--- src/rtl/deframer_pkg.sv ---
// Shared types for the stream deframer: FSM states, lane count and frame layout.
package deframer_pkg;

  localparam int LANES = 4;

  typedef enum logic {
    HUNT    = 1'b0,
    COLLECT = 1'b1
  } state_t;

  // lane[0] is the byte that arrived with in_sof; lane[3] completes the frame
  typedef struct packed {
    logic [LANES-1:0][7:0] lane;
  } frame_t;

endpackage

--- src/rtl/deframer_fifo.sv ---
// Frame-wide synchronous FIFO. Output reads as zero while empty so the
// consumer-facing lanes sit at 8'h00 after reset and between frames.
module deframer_fifo
  import deframer_pkg::*;
#(
  parameter int FIFO_DEPTH = 2
) (
  input  logic   clk,
  input  logic   rst,
  input  logic   push,
  input  frame_t din,
  output logic   full,
  input  logic   pop,
  output frame_t dout,
  output logic   empty
);

  localparam int AW = (FIFO_DEPTH > 1) ? $clog2(FIFO_DEPTH) : 1;
  localparam logic [AW:0] FULL_CNT = (AW+1)'(FIFO_DEPTH);

  frame_t        mem [FIFO_DEPTH];
  logic [AW-1:0] wr_ptr, rd_ptr;
  logic [AW:0]   count;
  logic          do_push, do_pop;

  // a push into a full FIFO is legal only when the head leaves in the same cycle
  assign do_pop  = pop && !empty;
  assign do_push = push && (!full || do_pop);
  assign empty   = (count == '0);
  assign full    = (count == FULL_CNT);
  assign dout    = empty ? '0 : mem[rd_ptr];

  // storage write; contents need no reset because empty gates the output
  always_ff @(posedge clk) begin
    if (do_push) mem[wr_ptr] <= din;
  end

  // pointers wrap naturally since depth is a power of two
  always_ff @(posedge clk) begin
    if (rst) begin
      wr_ptr <= '0;
      rd_ptr <= '0;
      count  <= '0;
    end else begin
      if (do_push) wr_ptr <= wr_ptr + AW'(1);
      if (do_pop)  rd_ptr <= rd_ptr + AW'(1);
      case ({do_push, do_pop})
        2'b10:   count <= count + (AW+1)'(1);
        2'b01:   count <= count - (AW+1)'(1);
        default: count <= count;
      endcase
    end
  end

endmodule

--- src/rtl/stream_deframer.sv ---
// Reassembles 4-byte time-multiplexed frames (slot 0 marked by in_sof) into
// parallel lanes and buffers them in a small FIFO. Framing errors raise a
// one-cycle frame_err pulse. Define DEFRAMER_STATS_EN to add saturating
// frame_cnt / err_cnt outputs.
module stream_deframer
  import deframer_pkg::*;
#(
  parameter int FIFO_DEPTH = 2
) (
  input  logic       clk,
  input  logic       rst,
  input  logic       in_valid,
  input  logic       in_sof,
  input  logic [7:0] in_data,
  output logic       in_ready,
  output logic [7:0] out0,
  output logic [7:0] out1,
  output logic [7:0] out2,
  output logic [7:0] out3,
  output logic       out_valid,
  input  logic       out_ready,
  output logic       frame_err
`ifdef DEFRAMER_STATS_EN
  ,
  output logic [7:0] frame_cnt,
  output logic [7:0] err_cnt
`endif
);

  state_t                state, state_nx;
  logic [1:0]            slot, slot_nx;
  logic [LANES-1:0][7:0] lanes;
  logic                  lane_we;
  logic [1:0]            lane_idx;
  logic                  err_nx, push, pop, accept;
  logic                  fifo_full, fifo_empty;
  frame_t                push_frame, head;

  assign pop       = out_valid && out_ready;
  assign in_ready  = !fifo_full || pop;
  assign accept    = in_valid && in_ready;
  assign out_valid = !fifo_empty;
  assign out0      = head.lane[0];
  assign out1      = head.lane[1];
  assign out2      = head.lane[2];
  assign out3      = head.lane[3];

  // slot-3 byte goes straight into the FIFO alongside the three held lanes
  always_comb begin
    push_frame.lane    = lanes;
    push_frame.lane[3] = in_data;
  end

  // next-state, lane write select, error and push decode
  always_comb begin
    state_nx = state;
    slot_nx  = slot;
    lane_we  = 1'b0;
    lane_idx = slot;
    err_nx   = 1'b0;
    push     = 1'b0;
    if (accept) begin
      case (state)
        HUNT: begin
          if (in_sof) begin
            lane_we  = 1'b1;
            lane_idx = 2'd0;
            slot_nx  = 2'd1;
            state_nx = COLLECT;
          end else begin
            err_nx = 1'b1;
          end
        end
        COLLECT: begin
          if (in_sof) begin
            // restart on the new sof; the partial frame is dropped
            err_nx   = 1'b1;
            lane_we  = 1'b1;
            lane_idx = 2'd0;
            slot_nx  = 2'd1;
          end else if (slot == 2'd3) begin
            push     = 1'b1;
            slot_nx  = 2'd0;
            state_nx = HUNT;
          end else begin
            lane_we = 1'b1;
            slot_nx = slot + 2'd1;
          end
        end
        default: state_nx = HUNT;
      endcase
    end
  end

  // FSM state and slot counter
  always_ff @(posedge clk) begin
    if (rst) begin
      state <= HUNT;
      slot  <= 2'd0;
    end else begin
      state <= state_nx;
      slot  <= slot_nx;
    end
  end

  // per-lane holding registers for slots 0..2 of the frame in progress
  for (genvar i = 0; i < LANES; i++) begin : g_lane
    always_ff @(posedge clk) begin
      if (rst)                                lanes[i] <= 8'h00;
      else if (lane_we && lane_idx == 2'(i))  lanes[i] <= in_data;
    end
  end

  // error pulse lands one cycle after the offending beat
  always_ff @(posedge clk) begin
    if (rst) frame_err <= 1'b0;
    else     frame_err <= err_nx;
  end

  deframer_fifo #(.FIFO_DEPTH(FIFO_DEPTH)) u_fifo (
    .clk   (clk),
    .rst   (rst),
    .push  (push),
    .din   (push_frame),
    .full  (fifo_full),
    .pop   (pop),
    .dout  (head),
    .empty (fifo_empty)
  );

`ifdef DEFRAMER_STATS_EN
  // saturating counters of pushed frames and error pulses
  always_ff @(posedge clk) begin
    if (rst) begin
      frame_cnt <= 8'h00;
      err_cnt   <= 8'h00;
    end else begin
      if (push && frame_cnt != 8'hFF) frame_cnt <= frame_cnt + 8'd1;
      if (frame_err && err_cnt != 8'hFF) err_cnt <= err_cnt + 8'd1;
    end
  end
`endif

endmodule

--- config.mk ---
export PLATFORM = sky130hd
export DESIGN_NAME = stream_deframer
export DESIGN_NICKNAME = d
export VERILOG_FILES = /design/src/rtl/deframer_pkg.sv /design/src/rtl/deframer_fifo.sv /design/src/rtl/stream_deframer.sv
export SDC_FILE = /design/constraint.sdc
export NUM_CORES = 1
export LEC_CHECK = 0
export CAP_MARGIN = 20
export CELL_PAD_IN_SITES_DETAIL_PLACEMENT = 0
export CELL_PAD_IN_SITES_GLOBAL_PLACEMENT = 1
export CORE_ASPECT_RATIO = 1.75
export CORE_MARGIN = 2
export CORE_UTILIZATION = 45
export CTS_CLUSTER_SIZE = 8
export DETAILED_ROUTE_END_ITERATION = 10
export MAX_ROUTING_LAYER = met4
export PLACE_DENSITY = 0.87
export SLEW_MARGIN = 20
export SYNTH_ARGS = -nofsm -noshare
export SYNTH_HDL_FRONTEND = slang
export SYNTH_HIERARCHICAL = 1
export SYNTH_SLANG_ARGS = --single-unit
--- constraint.sdc ---
create_clock -name clk -period 5.1 [get_ports clk]
set_input_delay 0.51 -clock clk [delete_from_list [all_inputs] [get_ports clk]]
set_output_delay 0.51 -clock clk [all_outputs]
set_load 0.02 [all_outputs]
==> results of run 1 <==
routing by layer:
| metal | up-vias | part of all wire |
|---|---|---|
| li1 | 1105 | - |
| met1 | 1035 | 0.39 |
| met2 | 43 | 0.56 |
| met3 | 11 | 0.032 |
| met4 | 0 | 0.023 |
| met5 | - | 0 |
Yosys cell counts, drive strengths merged (2+ instances only):
master / n / area, sq um
mux2i: 51 / 510
xor2: 2 / 17.5
nand3b: 8 / 60.1
nor2: 51 / 191
nand2b: 19 / 126
a21oi: 5 / 36.3
inv: 8 / 30.0
buf: 11 / 77.6
nor3b: 2 / 15.0
ha: 2 / 25.0
edfxtp: 64 / 1920
o21ai: 11 / 81.3
dfxtp: 33 / 661
nand2: 3 / 11.3
state kept, by name, indices dropped and copies added, names as in the netlist, named ones only:
signal and flops:
lanes 24, state 1, frame_err 1, slot 2, u_fifo/wr_ptr 1, u_fifo/rd_ptr 1, u_fifo/count 2, u_fifo/mem 64
report_power, final:
| part | switching [mW] | internal, mW | total, mW | leakage [nW] |
|---|---|---|---|---|
| clock | 0.263 | 0.399 | 0.662 | 0.153 |
| sequential | 0.00529 | 0.838 | 0.843 | 0.854 |
| combinational | 0.0225 | 0.0210 | 0.0434 | 0.595 |
| total | 0.291 | 1.26 | 1.55 | 1.60 |
layout make-up:
type | count | area share
clock buffers | 13 | 0.0610
clock inverters | 3 | 0.00393
repair buffers | 51 | 0.105
inverters | 8 | 0.00628
flip-flops and latches | 97 | 0.541
well taps | 115 | 0.0301
multi-input cells | 167 | 0.253
cells by family after synthesis:
| family | synth area share |
|---|---|
| adders and majority gates | 0.00642 |
| xor gates and xnor gates | 0.00450 |
| and+or+nand+nor | 0.121 |
| AOI/OAI and AO/OA | 0.0427 |
| buffers and inverters | 0.0286 |
| muxes | 0.134 |
| DFF | 0.663 |
how the worst max path moves through the flow:
| stage | startpoint | end | slack (ns) | cells after the start |
|---|---|---|---|---|
| final | flop | out3[6] | 2.23 | 3 |
| after global routing | flop | out3[6] | 2.10 | 3 |
| after CTS | flop | out3[6] | 2.17 | 3 |
| after detailed placement | out_ready | u_fifo/mem[0][2]$_DFFE_PP_ | 2.53 | 7 |
| after global placement | out_ready | u_fifo/mem[1][0]$_DFFE_PP_ | 2.60 | 7 |
| after floorplan | u_fifo/count[1]$_SDFFE_PP0P_ | u_fifo/mem[1][0]$_DFFE_PP_ | 1.93 | 7 |
through the flow:
step	area [sq um]	utilization	instances	hold slack, ns	setup WS [ns]
5_1_grt	4780	0.571	454	0.476	2.10
3_5_place_dp	4470	0.534	438	0.442	2.53
4_1_cts	4780	0.571	454	0.456	2.17
6_report	4780	0.571	454	0.458	2.23
3_3_place_gp	4470	0.534	438	0.435	2.60
2_1_floorplan	3900	-	284	0.425	1.93
==> results.tsv, run 1 <==
metric	value	unit
post-CTS setup repair buffer count	0	
reg2reg start	u_fifo/count[1]$_SDFFE_PP0P_	
r2r endpoint	u_fifo/mem[0][4]$_DFFE_PP_	
clock sinks	97	
GR Util All Layers	0.158	
Hold Path Origin	lanes[3]$_SDFFE_PP0P_	
minimum clock period	2.87	ns
Worst Skew	0.00658	ns
synthesized instance count	284	
outcome	completed	
hold depth	0	
antenna cells	0	
fin crit share	0.563	
multi-input logic area	0.00121	sq mm
Max clock buf depth	2	
Post-Syn Area	0.00390	sq mm
RD Place Congestion	0.725	
H-tree Lvls	3	
CTS Hold Bufs	0	
syn nets	299	
Setup crit end kind	output pin	
ys async rst share	0	
Area Overhead vs Synth	22.6	%
cell row count	44	
busiest grt layer	met2	
length of the first detailed-routing pass in iterations	4	
Critical Path AT	2.36	ns
Antenna Violating Nets Remaining	0	
total grt overflow	0	
fin nets	349	
pwr dens	324	mW/mm^2
Core Area	0.00837	sq mm
maximum clock rate	349	MHz
Distinct cells, synth	35	
Tot Pwr	1.55	mW
Final Setup Violations	0	
TritonCTS clock tree	built	
# IOs	48	
Hold Crit Class	reg2reg	
startpoint types	flop	
Post-DP HPWL	4370	um
slew margin rel.	0.364	
Crit path buffers/inverters	1	
First DRT Iteration DRCs	150	
crit-path cells	mux2i_1, nor2_1, clkdlybuf4s50_1	
WL final	6410	um
Worst Max-Slew Pin Slew	0.954	ns
layout cell share with drive strength beyond 1	0.115	
port buffer count	47	
clock slew at reported path FFs	0.06	ns
CTS root buffer	clkbuf_16	
grt met3 use	0.0308	
initial antenna violation count	0	
Residual DRC	0	
Max Transition Viols Final	0	
WS Path Type	reg2out	
Fin. Hold Viols	0	
Worst Reg-to-Reg Cells	7	
met2 usage	0.272	
VDD IR-drop max	293	uV
Vias	2194	
Die Width	74.4	um
TNS Setup	0	ns
RSZ-0062 raised after global routing	false	
commonest cells after routing, fill and taps aside	edfxtp_1 (64), mux2i_1 (51), nor2_1 (48)	
largest net degree at the start of global routing	43	
average size of a mapped cell	13.7	sq um
first-pass GRT wire length	10500	um
Die Ht	127	um
number of synthesized flops with an enable pin	64	
reg-to-reg slack, setup	2.91	ns
crit-path max cell delay	0.94	ns
max-cap viol count	0	
family with the most delay on the worst path	flip-flops	
CP Max Fanout	32	
die area	0.00945	sq mm
DR WL/cell	14.1	um
worst path required time	4.59	ns
met1 Resource Use GR	0.166	
PostCTS Resize Cnt	0	
Yosys warnings	6	
TritonCTS buffer count	9	
Post-synth top flop	edfxtp_1	
static leakage	1.60	nW
vias in the first global route	2148	
Via density	4.83	
Starting Density	0.466	
commonest non-fill, non-tap cell in the layout	edfxtp_1	
#FFs+latches synth	97	
register area	0.00258	sq mm
sequential element share of the synthesized area	0.663	
Skew-Pair Late Insertion Delay	0.34	ns
Hold EP	u_fifo/mem[0][3]$_DFFE_PP_	
Layout fillers	727	
CP max stage cell	dfxtp_2	
Note: power is estimated with default switching activity, not from simulation.
==> run 2: changes to the inputs <==
==> constraint.sdc (replaced) <==
create_clock -name clk -period 2.88 [get_ports clk]
set_input_delay 0.288 -clock clk [delete_from_list [all_inputs] [get_ports clk]]
set_output_delay 0.288 -clock clk [all_outputs]
set_load 0.02 [all_outputs]
==> run 2 against run 1 <==
Die area unchanged. Clock power up 77%. Combinational power rose by 78%. First-iteration DRC count is 46% lower. Sequential share of layout area down 0.39 points. Flip-flop and latch count unchanged. Critical path type unchanged.
==> results.tsv, run 2 (synthesis results as in run 1) <==
metric	value	unit
initial antenna violation count	0	
total grt overflow	0	
# IOs	48	
DR WL/cell	14.3	um
Max clock buf depth	2	
clock slew at reported path FFs	0.06	ns
Setup crit end kind	output pin	
Antenna Violating Nets Remaining	0	
First DRT Iteration DRCs	81	
commonest non-fill, non-tap cell in the layout	edfxtp_1	
Tot Pwr	2.74	mW
layout cell share with drive strength beyond 1	0.123	
Core Area	0.00837	sq mm
cell row count	44	
Hold Path Origin	lanes[19]$_SDFFE_PP0P_	
maximum clock rate	447	MHz
WS Path Type	reg2out	
Largest regs	u_fifo/mem x64, lanes x24	
TritonCTS clock tree	built	
fin crit share	0.777	
PostCTS Resize Cnt	0	
die area	0.00945	sq mm
CTS Hold Bufs	0	
Critical Path AT	1.95	ns
H-tree Lvls	3	
outcome	completed	
Layout fillers	728	
Skew-Pair Late Insertion Delay	0.34	ns
fin nets	352	
RD Place Congestion	0.746	
largest net degree at the start of global routing	43	
Max Transition Viols Final	0	
Starting Density	0.466	
Biggest register	u_fifo/mem	
static leakage	1.62	nW
Final Non-Filler Cells	457	
TritonCTS buffer count	9	
max reg flops	64	
Final Setup Violations	0	
Min Hold Slack	0.455	ns
slew margin rel.	0.384	
antenna cells	0	
pwr dens	569	mW/mm^2
startpoint types	flop	
Worst Skew	0.00536	ns
Die Ht	127	um
vias in the first global route	2220	
WL final	6550	um
CP Max Fanout	28	
Hold Crit Class	reg2reg	
GR Util All Layers	0.160	
reg2reg start	u_fifo/count[1]$_SDFFE_PP0P_	
Die Width	74.4	um
post-CTS setup repair buffer count	0	
Residual DRC	0	
VDD IR-drop max	490	uV
length of the first detailed-routing pass in iterations	4	
minimum clock period	2.24	ns
RSZ-0062 raised after global routing	false	
commonest cells after routing, fill and taps aside	edfxtp_1 (64), mux2i_1 (51), nor2_1 (48)	
dpl cells	441	
Post-DP HPWL	4490	um
Area Overhead vs Synth	23.5	%
Fin. Hold Viols	0	
port buffer count	47	
clock sinks	97	
max-cap viol count	0	
CTS root buffer	clkbuf_16	
worst path required time	2.59	ns
Vias	2213	
DP Worst Slack	0.593	ns
Final WS setup	0.642	ns
first-pass GRT wire length	10700	um
Via density	4.84	
Worst Max-Slew Pin Slew	0.923	ns
==> run 2: changes by cell type in the layout (fill, tap and decap cells not counted) <==
cell    change
buf_12      +1
buf_4       +2
==> run 2: per-layer routing <==
layer / routed length (um) / up-vias / GRT usage
met4: 125 / 0 / 0.0819
met2: 3680 / 32 / 0.275
li1: - / 1122 / -
met5: 0 / - / -
met1: 2600 / 1051 / 0.173
met3: 142 / 8 / 0.0260
==> run 2: cell type report <==
type	instances	area (sq um)	share of cell area
multi-input combinational	167	1210	0.252
clock buffer	13	292	0.0606
inverter	8	30.0	0.00624
tap	115	144	0.0299
timing repair buffer	54	536	0.111
sequential	97	2580	0.537
clock inverter	3	18.8	0.00390
==> run 2: through the flow <==
step | util | cell area, sq um | TNS (ns)
after CTS | 0.575 | 4810 | 0
after global routing | 0.575 | 4810 | 0
final | 0.575 | 4810 | 0
after global placement | 0.538 | 4500 | 0
after detailed placement | 0.538 | 4500 | 0
after floorplan | - | 3900 | -18.62
==> run 2: worst paths after layout <==
path | end | slack, ns | depth (start not counted)
setup / recovery | out2[0] | 0.64 | 4
setup reg to reg | u_fifo/mem[0][0]$_DFFE_PP_ | 0.77 | 7
hold reg to reg | u_fifo/mem[1][19]$_DFFE_PP_ | 0.45 | 0
hold / removal | u_fifo/mem[1][19]$_DFFE_PP_ | 0.45 | 0
==> run 2: power breakdown <==
part	internal (mW)	total [mW]	switching, mW	leakage [nW]
clock network	0.707	1.17	0.464	0.153
registers	1.48	1.49	0.00916	0.854
logic	0.0370	0.0773	0.0403	0.614
total	2.23	2.74	0.513	1.62
==> run 2: worst max-delay path, stage by stage (launching register included) <==
cell,delay [ns]
dfxtp_2,0.44
buf_12,0.26
mux2i_1,0.29
nor2_1,0.07
clkdlybuf4s50_1,0.55
==> run 3: changes to the inputs <==
--- a/config.mk
+++ b/config.mk
@@ -10,11 +10,11 @@
 export CELL_PAD_IN_SITES_GLOBAL_PLACEMENT = 1
 export CORE_ASPECT_RATIO = 1.75
 export CORE_MARGIN = 2
-export CORE_UTILIZATION = 45
+export CORE_UTILIZATION = 41
 export CTS_CLUSTER_SIZE = 8
 export DETAILED_ROUTE_END_ITERATION = 10
 export MAX_ROUTING_LAYER = met4
-export PLACE_DENSITY = 0.87
+export PLACE_DENSITY = 0.83
 export SLEW_MARGIN = 20
 export SYNTH_ARGS = -nofsm -noshare
 export SYNTH_HDL_FRONTEND = slang
==> constraint.sdc (replaced) <==
create_clock -name clk -period 1.8 [get_ports clk]
set_input_delay 0.18 -clock clk [delete_from_list [all_inputs] [get_ports clk]]
set_output_delay 0.18 -clock clk [all_outputs]
set_load 0.02 [all_outputs]
==> run 3 against run 2 <==
Utilization down 3.6 points. Via count is 4.7% higher. Combinational power up 91%. Register-to-register slack got worse by 0.72 ns. Sequential share of layout area shrank 2.2 points. Setup slack lost 0.60 ns. Highest routed layer unchanged. Die area grew 9.3%. Global-route usage is 0.36 points lower. Total power increased by 53%. Hold slack improved by 0.0045 ns. Clock power rose by 42%. Largest power group unchanged. Flip-flop and latch count did not move.
==> results.tsv, run 3 (synthesis results as in run 1) <==
metric	value	unit
TritonCTS buffer count	9	
r2r endpoint	u_fifo/mem[0][0]$_DFFE_PP_	
first-pass GRT wire length	11900	um
max-cap viol count	0	
Critical Path AT	1.58	ns
maximum clock rate	568	MHz
Die Ht	133	um
Starting Density	0.417	
Tot Pwr	4.19	mW
reg-to-reg slack, setup	0.05	ns
metal3 WL	157	um
WL final	7430	um
Area Overhead vs Synth	29.4	%
RD Place Congestion	0.767	
antenna cells	0	
Post-DP HPWL	5090	um
outcome	completed	
cell row count	47	
largest net degree at the start of global routing	43	
TNS Setup	0	ns
CTS Hold Bufs	0	
WS Path Type	reg2out	
port buffer count	47	
Vias	2316	
Final Setup Violations	0	
static leakage	1.86	nW
Fin. Hold Viols	0	
TritonCTS clock tree	built	
Skew-Pair Late Insertion Delay	0.34	ns
clock sinks	97	
Max clock buf depth	2	
DR WL/cell	15.3	um
Worst Max-Slew Pin Slew	0.287	ns
Residual DRC	0	
Met2 Wirelength	4260	um
VDD IR-drop max	501	uV
Hold Crit Class	reg2reg	
die area	0.0103	sq mm
commonest cells after routing, fill and taps aside	edfxtp_1 (64), mux2i_1 (49), nor2_1 (48)	
total grt overflow	0	
length of the first detailed-routing pass in iterations	4	
# IOs	48	
CP Max Fanout	12	
DP Worst Slack	-0.0620	ns
Final WS setup	0.0387	ns
initial antenna violation count	0	
Critical Path Sink	out0[7]	
max reg flops	64	
fin crit share	0.979	
fin nets	373	
First DRT Iteration DRCs	179	
Die Width	77.7	um
Largest regs	u_fifo/mem x64, lanes x24	
worst path required time	1.62	ns
Biggest register	u_fifo/mem	
minimum clock period	1.76	ns
vias in the first global route	2346	
Core Area	0.00935	sq mm
CTS root buffer	clkbuf_16	
Max Transition Viols Final	0	
Via density	4.78	
layout cell share with drive strength beyond 1	0.190	
slew margin rel.	0.809	
Worst Reg-to-Reg Cells	7	
RSZ-0062 raised after global routing	true	
H-tree Lvls	3	
reg2reg start	u_fifo/count[1]$_SDFFE_PP0P_	
clock slew at reported path FFs	0.06	ns
pwr dens	831	mW/mm^2
commonest non-fill, non-tap cell in the layout	edfxtp_1	
M1 wire length	2830	um
highest metal used	met4	
Setup crit end kind	output pin	
Worst Skew	0.00664	ns
startpoint types	flop	
Antenna Violating Nets Remaining	0	
GR Util All Layers	0.156	
[run 3: cell types whose count changed in the layout (fill, tap and decap cells not counted), sizes merged]
cell,change
clkdlybuf4s50,-34
dlygate4sd2,+24
buf,+19
clkdlybuf4s15,+6
clkbuf,+4
clkinv,+3
bufbuf,+1
clkinvlp,-1
inv,-1
[run 3: power by group]
part	leakage, nW	internal, mW	switching [mW]
combinational	0.877	0.0748	0.0729
sequential	0.856	2.37	0.0126
clock	0.126	0.927	0.731
total	1.86	3.37	0.817
[run 3: routing by layer]
metal  up-vias  track usage
met1      1109        0.158
met2        34        0.284
met5         -            -
met4         0       0.0744
met3        15       0.0259
li1       1158            -
[run 3: worst min-delay path by stage]
| stage | start | to | slack [ns] | cells after the start |
|---|---|---|---|---|
| CTS | lanes[1]$_SDFFE_PP0P_ | u_fifo/mem[0][1]$_DFFE_PP_ | 0.46 | 0 |
| floorplan | rst | u_fifo/count[1]$_SDFFE_PP0P_ | 0.25 | 1 |
| global placement | lanes[17]$_SDFFE_PP0P_ | u_fifo/mem[1][17]$_DFFE_PP_ | 0.43 | 0 |
| global route | lanes[1]$_SDFFE_PP0P_ | u_fifo/mem[1][1]$_DFFE_PP_ | 0.46 | 0 |
| finish | lanes[23]$_SDFFE_PP0P_ | u_fifo/mem[0][23]$_DFFE_PP_ | 0.46 | 0 |
| detailed placement | lanes[17]$_SDFFE_PP0P_ | u_fifo/mem[0][17]$_DFFE_PP_ | 0.44 | 0 |
[run 3: layout make-up]
type,count,area (sq um)
well taps,122,153
repair buffers,75,756
flip-flops and latches,97,2590
fillers,788,4310
clock inverters,4,21.3
clock buffers,12,236
multi-input cells,167,1250
inverters,8,30.0
[run 3: worst max-delay path: stages (launching register included)]
cell and delay [ns]:
dfxtp_4 0.39, bufbuf_16 0.30, mux2i_1 0.19, nor2_1 0.05, dlygate4sd2_1 0.32
[run 3: stage by stage]
step                std cells  utilization  hold WS (ns)  cell area [sq um]
CTS                       480        0.533         0.460               4980
global route              485        0.539         0.461               5040
finish                    485        0.539         0.459               5040
global placement          463        0.505         0.434               4720
floorplan                 284            -         0.249               3950
detailed placement        463        0.505         0.444               4720
[run 3: timing repair]
action | 4_1_cts | 5_1_grt
buffers inserted | 0 | 3
gates cloned | 1 | 2
pin swaps | 0 | 0
resized for setup | 37 | 17
endpoints found under the setup margin | 34 | 63
